[src/rtl/pd_pkg.sv]
// Shared types and opcode constants for the fetch-to-decode stage.
package pd_pkg;

  localparam logic [6:0] OP_LUI      = 7'b0110111;
  localparam logic [6:0] OP_AUIPC    = 7'b0010111;
  localparam logic [6:0] OP_JAL      = 7'b1101111;
  localparam logic [6:0] OP_JALR     = 7'b1100111;
  localparam logic [6:0] OP_BRANCH   = 7'b1100011;
  localparam logic [6:0] OP_LOAD     = 7'b0000011;
  localparam logic [6:0] OP_STORE    = 7'b0100011;
  localparam logic [6:0] OP_OP_IMM   = 7'b0010011;
  localparam logic [6:0] OP_OP       = 7'b0110011;
  localparam logic [6:0] OP_MISC_MEM = 7'b0001111;
  localparam logic [6:0] OP_SYSTEM   = 7'b1110011;

  typedef enum logic [2:0] {
    IMM_NONE,
    IMM_I,
    IMM_S,
    IMM_B,
    IMM_U,
    IMM_J
  } imm_fmt_e;

  typedef struct packed {
    logic [31:0] pc;
    logic [31:0] insn;
    logic [6:0]  opcode;
    logic [4:0]  rd;
    logic [4:0]  rs1;
    logic [4:0]  rs2;
    logic [2:0]  funct3;
    logic [6:0]  funct7;
    logic [31:0] imm;
    logic        illegal;
  } entry_t;

endpackage

[src/rtl/pd_imm_gen.sv]
// Combinational RV32I immediate generator and major-opcode legality check.
module pd_imm_gen
  import pd_pkg::*;
(
  input  logic [31:0] insn_i,
  output logic [31:0] imm_o,
  output logic        illegal_o
);

  imm_fmt_e fmt;

  always_comb begin
    fmt       = IMM_NONE;
    illegal_o = 1'b0;
    case (insn_i[6:0])
      OP_LOAD, OP_OP_IMM, OP_JALR:       fmt = IMM_I;
      OP_STORE:                          fmt = IMM_S;
      OP_BRANCH:                         fmt = IMM_B;
      OP_LUI, OP_AUIPC:                  fmt = IMM_U;
      OP_JAL:                            fmt = IMM_J;
      OP_OP, OP_MISC_MEM, OP_SYSTEM:     fmt = IMM_NONE;
      default:                           illegal_o = 1'b1;
    endcase
    // Compressed encodings are not supported; every legal opcode already ends in 2'b11.
    if (insn_i[1:0] != 2'b11) illegal_o = 1'b1;
  end

  always_comb begin
    imm_o = '0;
    case (fmt)
      IMM_I: imm_o = {{20{insn_i[31]}}, insn_i[31:20]};
      IMM_S: imm_o = {{20{insn_i[31]}}, insn_i[31:25], insn_i[11:7]};
      IMM_B: imm_o = {{19{insn_i[31]}}, insn_i[31], insn_i[7], insn_i[30:25], insn_i[11:8], 1'b0};
      IMM_U: imm_o = {insn_i[31:12], 12'b0};
      IMM_J: imm_o = {{11{insn_i[31]}}, insn_i[31], insn_i[19:12], insn_i[20], insn_i[30:21], 1'b0};
      default: imm_o = '0;
    endcase
  end

endmodule

[src/rtl/pd_decode.sv]
// Fetch-to-decode stage: decodes on the input side into a 2-entry (output + skid) buffer
// so that f_ready is registered and downstream stalls never reach fetch combinationally.
module pd_decode
  import pd_pkg::*;
#(
  parameter logic [31:0] RESET_PC = 32'h01000000,
  parameter int          XLEN     = 32
) (
  input  logic            clock,
  input  logic            reset,
  input  logic            f_valid,
  output logic            f_ready,
  input  logic [XLEN-1:0] f_pc,
  input  logic [XLEN-1:0] f_insn,
  input  logic            flush,
  output logic            d_valid,
  input  logic            d_ready,
  output logic [XLEN-1:0] d_pc,
  output logic [XLEN-1:0] d_insn,
  output logic [6:0]      d_opcode,
  output logic [4:0]      d_rd,
  output logic [4:0]      d_rs1,
  output logic [4:0]      d_rs2,
  output logic [2:0]      d_funct3,
  output logic [6:0]      d_funct7,
  output logic [XLEN-1:0] d_imm,
  output logic            d_illegal
);

  typedef enum logic [1:0] {
    ST_EMPTY,
    ST_ONE,
    ST_TWO
  } state_e;

  state_e      state_q, state_d;
  logic        d_valid_q, f_ready_q;
  entry_t      out_q, skid_q, in_e;
  logic [31:0] in_imm;
  logic        in_illegal;
  logic        accept, consume;
  logic        load_out, load_skid, out_from_skid;

  pd_imm_gen u_imm_gen (
    .insn_i    (f_insn),
    .imm_o     (in_imm),
    .illegal_o (in_illegal)
  );

  always_comb begin
    in_e.pc      = f_pc;
    in_e.insn    = f_insn;
    in_e.opcode  = f_insn[6:0];
    in_e.rd      = f_insn[11:7];
    in_e.rs1     = f_insn[19:15];
    in_e.rs2     = f_insn[24:20];
    in_e.funct3  = f_insn[14:12];
    in_e.funct7  = f_insn[31:25];
    in_e.imm     = in_imm;
    in_e.illegal = in_illegal;
  end

  assign accept  = f_valid & f_ready_q;
  assign consume = d_valid_q & d_ready;

  always_comb begin
    state_d       = state_q;
    load_out      = 1'b0;
    load_skid     = 1'b0;
    out_from_skid = 1'b0;
    if (flush) begin
      // Redirect: held entries and the same-cycle input are discarded.
      state_d = ST_EMPTY;
    end else begin
      case (state_q)
        ST_EMPTY: begin
          if (accept) begin
            load_out = 1'b1;
            state_d  = ST_ONE;
          end
        end
        ST_ONE: begin
          if (accept && !consume) begin
            load_skid = 1'b1;
            state_d   = ST_TWO;
          end else if (!accept && consume) begin
            state_d = ST_EMPTY;
          end else if (accept && consume) begin
            load_out = 1'b1;
          end
        end
        ST_TWO: begin
          if (consume) begin
            out_from_skid = 1'b1;
            state_d       = ST_ONE;
          end
        end
        default: state_d = ST_EMPTY;
      endcase
    end
  end

  always_ff @(posedge clock) begin
    if (reset) begin
      state_q   <= ST_EMPTY;
      d_valid_q <= 1'b0;
      f_ready_q <= 1'b0;
      out_q     <= '0;
      out_q.pc  <= RESET_PC;
    end else begin
      state_q   <= state_d;
      d_valid_q <= (state_d != ST_EMPTY);
      f_ready_q <= (state_d != ST_TWO);
      if (load_out)           out_q <= in_e;
      else if (out_from_skid) out_q <= skid_q;
      if (load_skid)          skid_q <= in_e;
    end
  end

  assign f_ready   = f_ready_q;
  assign d_valid   = d_valid_q;
  assign d_pc      = out_q.pc;
  assign d_insn    = out_q.insn;
  assign d_opcode  = out_q.opcode;
  assign d_rd      = out_q.rd;
  assign d_rs1     = out_q.rs1;
  assign d_rs2     = out_q.rs2;
  assign d_funct3  = out_q.funct3;
  assign d_funct7  = out_q.funct7;
  assign d_imm     = out_q.imm;
  assign d_illegal = out_q.illegal;

endmodule

[config.mk]
export PLATFORM = sky130hd
export DESIGN_NAME = pd_decode
export DESIGN_NICKNAME = d
export VERILOG_FILES = /design/src/rtl/pd_pkg.sv /design/src/rtl/pd_imm_gen.sv /design/src/rtl/pd_decode.sv
export SDC_FILE = /design/constraint.sdc
export NUM_CORES = 1
export LEC_CHECK = 0
export ABC_AREA = 0
export CAP_MARGIN = 20
export CORE_ASPECT_RATIO = 0.8
export CORE_MARGIN = 4
export CORE_UTILIZATION = 53
export CTS_CLUSTER_DIAMETER = 80
export CTS_CLUSTER_SIZE = 14
export DETAILED_ROUTE_END_ITERATION = 16
export HOLD_SLACK_MARGIN = 0.15
export PLACE_DENSITY = 0.87
export SYNTH_ARGS = -nofsm -noshare
export SYNTH_HDL_FRONTEND = slang
export SYNTH_SLANG_ARGS = --single-unit
[constraint.sdc]
create_clock -name clock -period 18.8 [get_ports clock]
set_clock_uncertainty 0.15 [all_clocks]
set_input_delay 2.82 -clock clock [delete_from_list [all_inputs] [get_ports clock]]
set_output_delay 2.82 -clock clock [all_outputs]
set_load 0.02 [all_outputs]
# --- Word-level counts from Yosys, hierarchy flattened ---
# Index checks and enable logic that the tools add are counted.
op_classes:
  bitwise: 3
  reduce_logical: 12
  mux: 24
  n_eq_ne: 20
op_table:
  columns: ["op", "n"]
  rows:
  - ["129-bit 2-to-1 mux", 2]
  - ["32-bit one-hot mux with 5 select lines", 1]
  - ["7-bit equality test (second input constant)", 4]
  - ["7-bit by 6-bit equality test with 1-bit output (second input constant)", 3]
  - ["3-bit one-hot mux with 5 select lines", 1]
  - ["7-bit by 5-bit equality test with 1-bit output (second input constant)", 2]
  - ["1-bit 2-to-1 mux", 13]
  - ["11-bit OR reduction", 1]
  - ["2-bit 2-to-1 mux", 5]
  - ["7-bit by 2-bit equality test with 1-bit output (second input constant)", 1]
  - ["7-bit by 4-bit equality test with 1-bit output (second input constant)", 1]
  - ["3-bit by 2-bit equality test with 1-bit output (second input constant)", 2]
  - ["3-bit equality test (second input constant)", 2]
  - ["2-bit one-hot mux with 3 select lines", 1]
  - ["2-bit != test (second input constant)", 2]
  - ["2-bit nonzero test", 2]
  - ["3-bit by 1-bit equality test with 1-bit output (second input constant)", 1]
  - ["1-bit logical AND", 3]
  - ["3-bit OR reduction", 1]
  - ["1-bit AND", 2]
  - ["2-bit by 1-bit equality test with 1-bit output (second input constant)", 1]
  - ["2-bit equality test (second input constant)", 1]
  - ["1-bit zero test", 2]
  - ["2-bit zero test", 1]
  - ["4 further kinds", 4]
word_totals:
  reg_bits: 262
  input_bits: 69
  wordCells: 82

# --- Longest topological paths before layout ---
depth:
  ltp_word: 8
  ltp_mapped: 6

# --- By module ---
# A second synthesis with hierarchy kept.
hier_totals:
  hier_cells: 773
  area_unflattened_um2: 8192.9
modules_own_cells:
  columns: ["module", "cells_each", "n_inst", "area_each_um2", "seq_area_each_um2"]
  rows:
  - ["pd_decode", 703, 1, 7713.6, 4934.7]
  - ["pd_imm_gen", 70, 1, 479.2, 0.0]

# --- Worst setup path before layout ---
# Ideal clock, no wire load.
synth_path:
  path_kind: "input to register"
  from: "input port reset"
  to: "register skid_q[0] in the netlist's numbering, enable pin"
  stages: 3
  n_path_buf: 2
  required_time_ps: 17977
  arrival_time_ps: 9865
  setup_time_ps: 673
  setup_slack_ps: 8112
  path_cell_list: "clkbuf_1 -> clkbuf_1 -> nor3_1"
synth_via:
  elab_chain_cells: 2
synth_rtl:
  columns: ["element", "line", "rtl"]
  rows:
  - ["from (decl)", "pd_decode.sv:10", "input logic reset,"]
  - ["1-bit inverter (no line)", null, null]
  - ["2-bit AND reduction (no line)", null, null]
  - ["to (signal assigned)", "pd_decode.sv:116", "if (load_skid) skid_q <= in_e;"]
  - ["to (decl)", "pd_decode.sv:38", "entry_t out_q, skid_q, in_e;"]
# No other way between the ends.
# A chain may end at the register's enable or synchronous reset.

# --- Worst setup path after layout ---
layout_path:
  from: "input port flush"
  to: "register out_q, in the netlist d_illegal"
layout_via:
  elab_chain_cells: 2
  elab_cells_between_ends: 4
layout_rtl:
  columns: ["element", "line", "rtl"]
  rows:
  - ["from (decl)", "pd_decode.sv:15", "input logic flush,"]
  - ["1-bit 2-to-1 mux", "pd_decode.sv:71", "if (flush) begin"]
  - ["129-bit 2-to-1 mux or 2-bit nonzero test (tied branches)", null, null]
  - ["to (signal assigned)", "pd_decode.sv:114", "if (load_out) out_q <= in_e;"]
  - ["to (signal assigned)", "pd_decode.sv:115", "else if (out_from_skid) out_q <= skid_q;"]
  - ["to (decl)", "pd_decode.sv:38", null]
# Several ways; a longest one is shown, not always the timed one.

==> metrics.cfg <==
[logic_synthesis]
yosysSeqAreaShare_pct=63.0
ys_types=55
synth_fp_nets=777
synth_ff_type=dfxtp_1
yosysWarnings=0
synth_edf_count=97
synth_area_um2=7840
synth-async-reset-ratio_pct=0
synth_seq_cells=198
synth.avg_cell_area_um2=11.1
synth_cells=708

[pwr]
p_leak_nw=3.50
sequentialPowerShare_pct=52.0
power_frac_clock_pct=38.4
p_sw_w=0.000201
comb_power_share_pct=9.6
power_density_nw_per_um2=87.1
p_int_w=0.000694
sw_frac_of_total_pct=22.5
ir_drop_mv=0.0671

[detailed_routing]
drtAntennaViolNets=0
drc_errors=0
firstDrtPassIters=5
dr_total_vias=6057
routed_wl_um=20100
routedWlPerCell_um=19.0
viasPerCell=5.75
drt_iter0_drc=580

[timing]
maxSlewHeadroom_pct=32.0
fmax_mhz=185
period_minus_slack_ns=5.41
setup_tns_ns=0
rsz0062_at_grt=no
drv_slew=0
min_period_over_period_pct=28.8
holdWs_ns=0.308
finalHoldViolations=0
setup_violations=0
tightest_slew_ns=1.02

[global_routing]
overflow=0
grt_pass1_vias=6035
grt_max_degree=99
grtUsageTotal_pct=24.1
antenna_found_initial=0
grt_pass1_wl_um=31600

[critical_path]
r2r_slack_ns=15.86
r2r-end=d_pc[30]$_SDFFE_PP0P_
critPathArrivalTime_ns=5.58
worst-setup-path-type=in -> reg
cp_top_family=buffers and inverters
cp_common_cell=buf_4
path_max_fanout=87
worst_path_largest_cell_delay_ns=0.75
cp.required_ns=18.97
startpoint_type=primary input
slowest_stage=buf_4
startpoint=flush
cp_num_buf_inv=3
crit_path_end_kind=flip-flop
r2r-start=state_q[0]$_SDFF_PP0_
reg2regPathDepth=7
cp_cell_sequence=clkdlybuf4s50_1, nor3_4, buf_4, nor2_4, buf_4, a31oi_1, a21bo_1

[clock_network]
worstSkewPairLatency_ns=0.42
postCtsSetupRepairBufs=0
clk_pin_slew_ns=0.06
htreeDepth=4
cts_tree=yes
cts_hold_buf=0
ctsResizeCount=0
clockBufferDepth=2
root_buffer=clkbuf_16
cts_made_buffers=17
clock-sinks=198

[place]
place_area_um2=9690
dp_cells=1021
port-buffer-count=199
hpwlAfterDp_um=12900
gp_congestion=0.873

[layout]
syn2layout_area_growth_pct=31.1
final_area_um2=10300
n_fill_cell=1016
drive_gt1_share_pct=5.63
stdcell_count=1054
antenna_cells=0
layout.nets=926

[die]
die_area_um2=16800
die_height_um=117
die_w_um=144
core-area_um2=14400
ioPinCount=200
initial_core_util_pct=54.4
rows=39

[min_path]
hold_path.class=reg -> reg
min_to=d_pc[27]$_SDFFE_PP0P_
whs_path_depth=2
min_from=d_pc[27]$_SDFFE_PP0P_

[status]
run_status=completed

[run]
drv_cap=0

## metrics by stage
stage,power [W],setup slack (ns),utilization (%)
final,0.000895,13.39,71.4
after global routing,0.000925,13.26,71.4
after CTS,0.000900,13.31,71.2
after detailed placement,0.000560,12.87,67.3
after global placement,0.000558,12.93,67.3
after floorplan,0.000516,8.11,-
## worst max-delay path by stage
stage	slack [ns]	end	cells after the start
final	13.39	d_illegal$_SDFFE_PP0P_	7
after global routing	13.26	d_illegal$_SDFFE_PP0P_	7
after CTS	13.31	d_illegal$_SDFFE_PP0P_	8
after detailed placement	12.87	d_illegal$_SDFFE_PP0P_	8
after global placement	12.93	d_illegal$_SDFFE_PP0P_	8
after floorplan	8.11	skid_q[0]$_DFFE_PP_	3
## routing by layer
metal	vias to the layer above	global-route usage (%)	wire length, µm
li1	2842	-	-
met1	2919	33.3	8670
met2	275	38.4	9460
met3	21	5.85	1700
met4	0	6.90	226
met5	-	0	0
## cell usage after synthesis, types with 2 or more instances
cell	instances	area, µm²
a21o_1	20	150
a21oi_1	110	551
a22oi_1	59	443
a311oi_1	4	35.0
and2_1	7	43.8
and3_1	5	31.3
buf_1	2	7.51
buf_2	22	110
buf_4	33	248
clkbuf_1	21	78.8
dfxtp_1	101	2020
edfxtp_1	97	2910
inv_1	5	18.8
mux2i_1	7	70.1
nand2_1	119	447
nand2b_1	4	25.0
nand3_1	4	20.0
nand3b_1	2	15.0
nor2_1	13	48.8
nor2_2	2	12.5
nor2b_1	2	12.5
o21a_1	24	180
o21ai_0	12	60.1
or3_1	2	12.5
## sequential cells by signal (all words and copies together) (netlist names)
name and count:
f_ready 1, skid_q 97, d_insn 32, d_imm 32
d_pc 32, d_valid 1, d_illegal 1, state_q 2
## worst reg2reg max path, delay by kind of cell (launching register included)
family | cells | cell delay (ns)
buffers and inverters | 2 | 0.89
AO/OA/AOI/OAI | 2 | 0.51
flip-flops | 1 | 0.37
AND/OR/NAND/NOR | 3 | 0.92
## power by group through the flow
stage               clock network, W  logic (W)  registers [W]
CTS                         0.000349  0.0000857       0.000466
global placement                   0  0.0000836       0.000475
global route                0.000367  0.0000920       0.000466
finish                      0.000344  0.0000856       0.000466
detailed placement                 0  0.0000851       0.000475
floorplan                          0  0.0000319       0.000484
## area by class of cell
type	count	area (µm²)	area share, %
clock buffers	25	485	4.72
flip-flops and latches	198	4930	48.0
inverters	5	18.8	0.183
well taps	184	230	2.24
multi-input cells	426	2450	23.8
clock inverters	7	72.6	0.706
repair buffers	209	2080	20.3
## cells by family (layout without fill, tap and decap cells)
group,Yosys count,in the layout,synth area share [%]
buf+inv,84,246,6.05
mux,8,8,1.04
flops,198,198,63.0
simple gates,172,172,9.80
compound gates,245,245,20.0
xor+xnor,1,1,0.112
## cells in the final DEF, fill, tap and decap left out, types with 2 or more instances in the layout
cell type,count
o21ai_0,12
nor2_1,13
dfxtp_1,101
clkdlybuf4s50_1,198
a22oi_1,59
nand2b_1,4
inv_1,5
buf_4,10
nand2_1,119
a311oi_1,4
edfxtp_1,97
nand3b_1,2
clkbuf_16,17
a21o_1,20
o21a_1,24
and3_1,5
clkbuf_1,5
or3_1,2
mux2i_1,7
clkinvlp_4,3
a21oi_1,110
and2_1,7
nor2b_1,2
nor2_4,2
nand3_1,4
clkbuf_8,3
No activity file was read; power rests on OpenSTA's default activity.
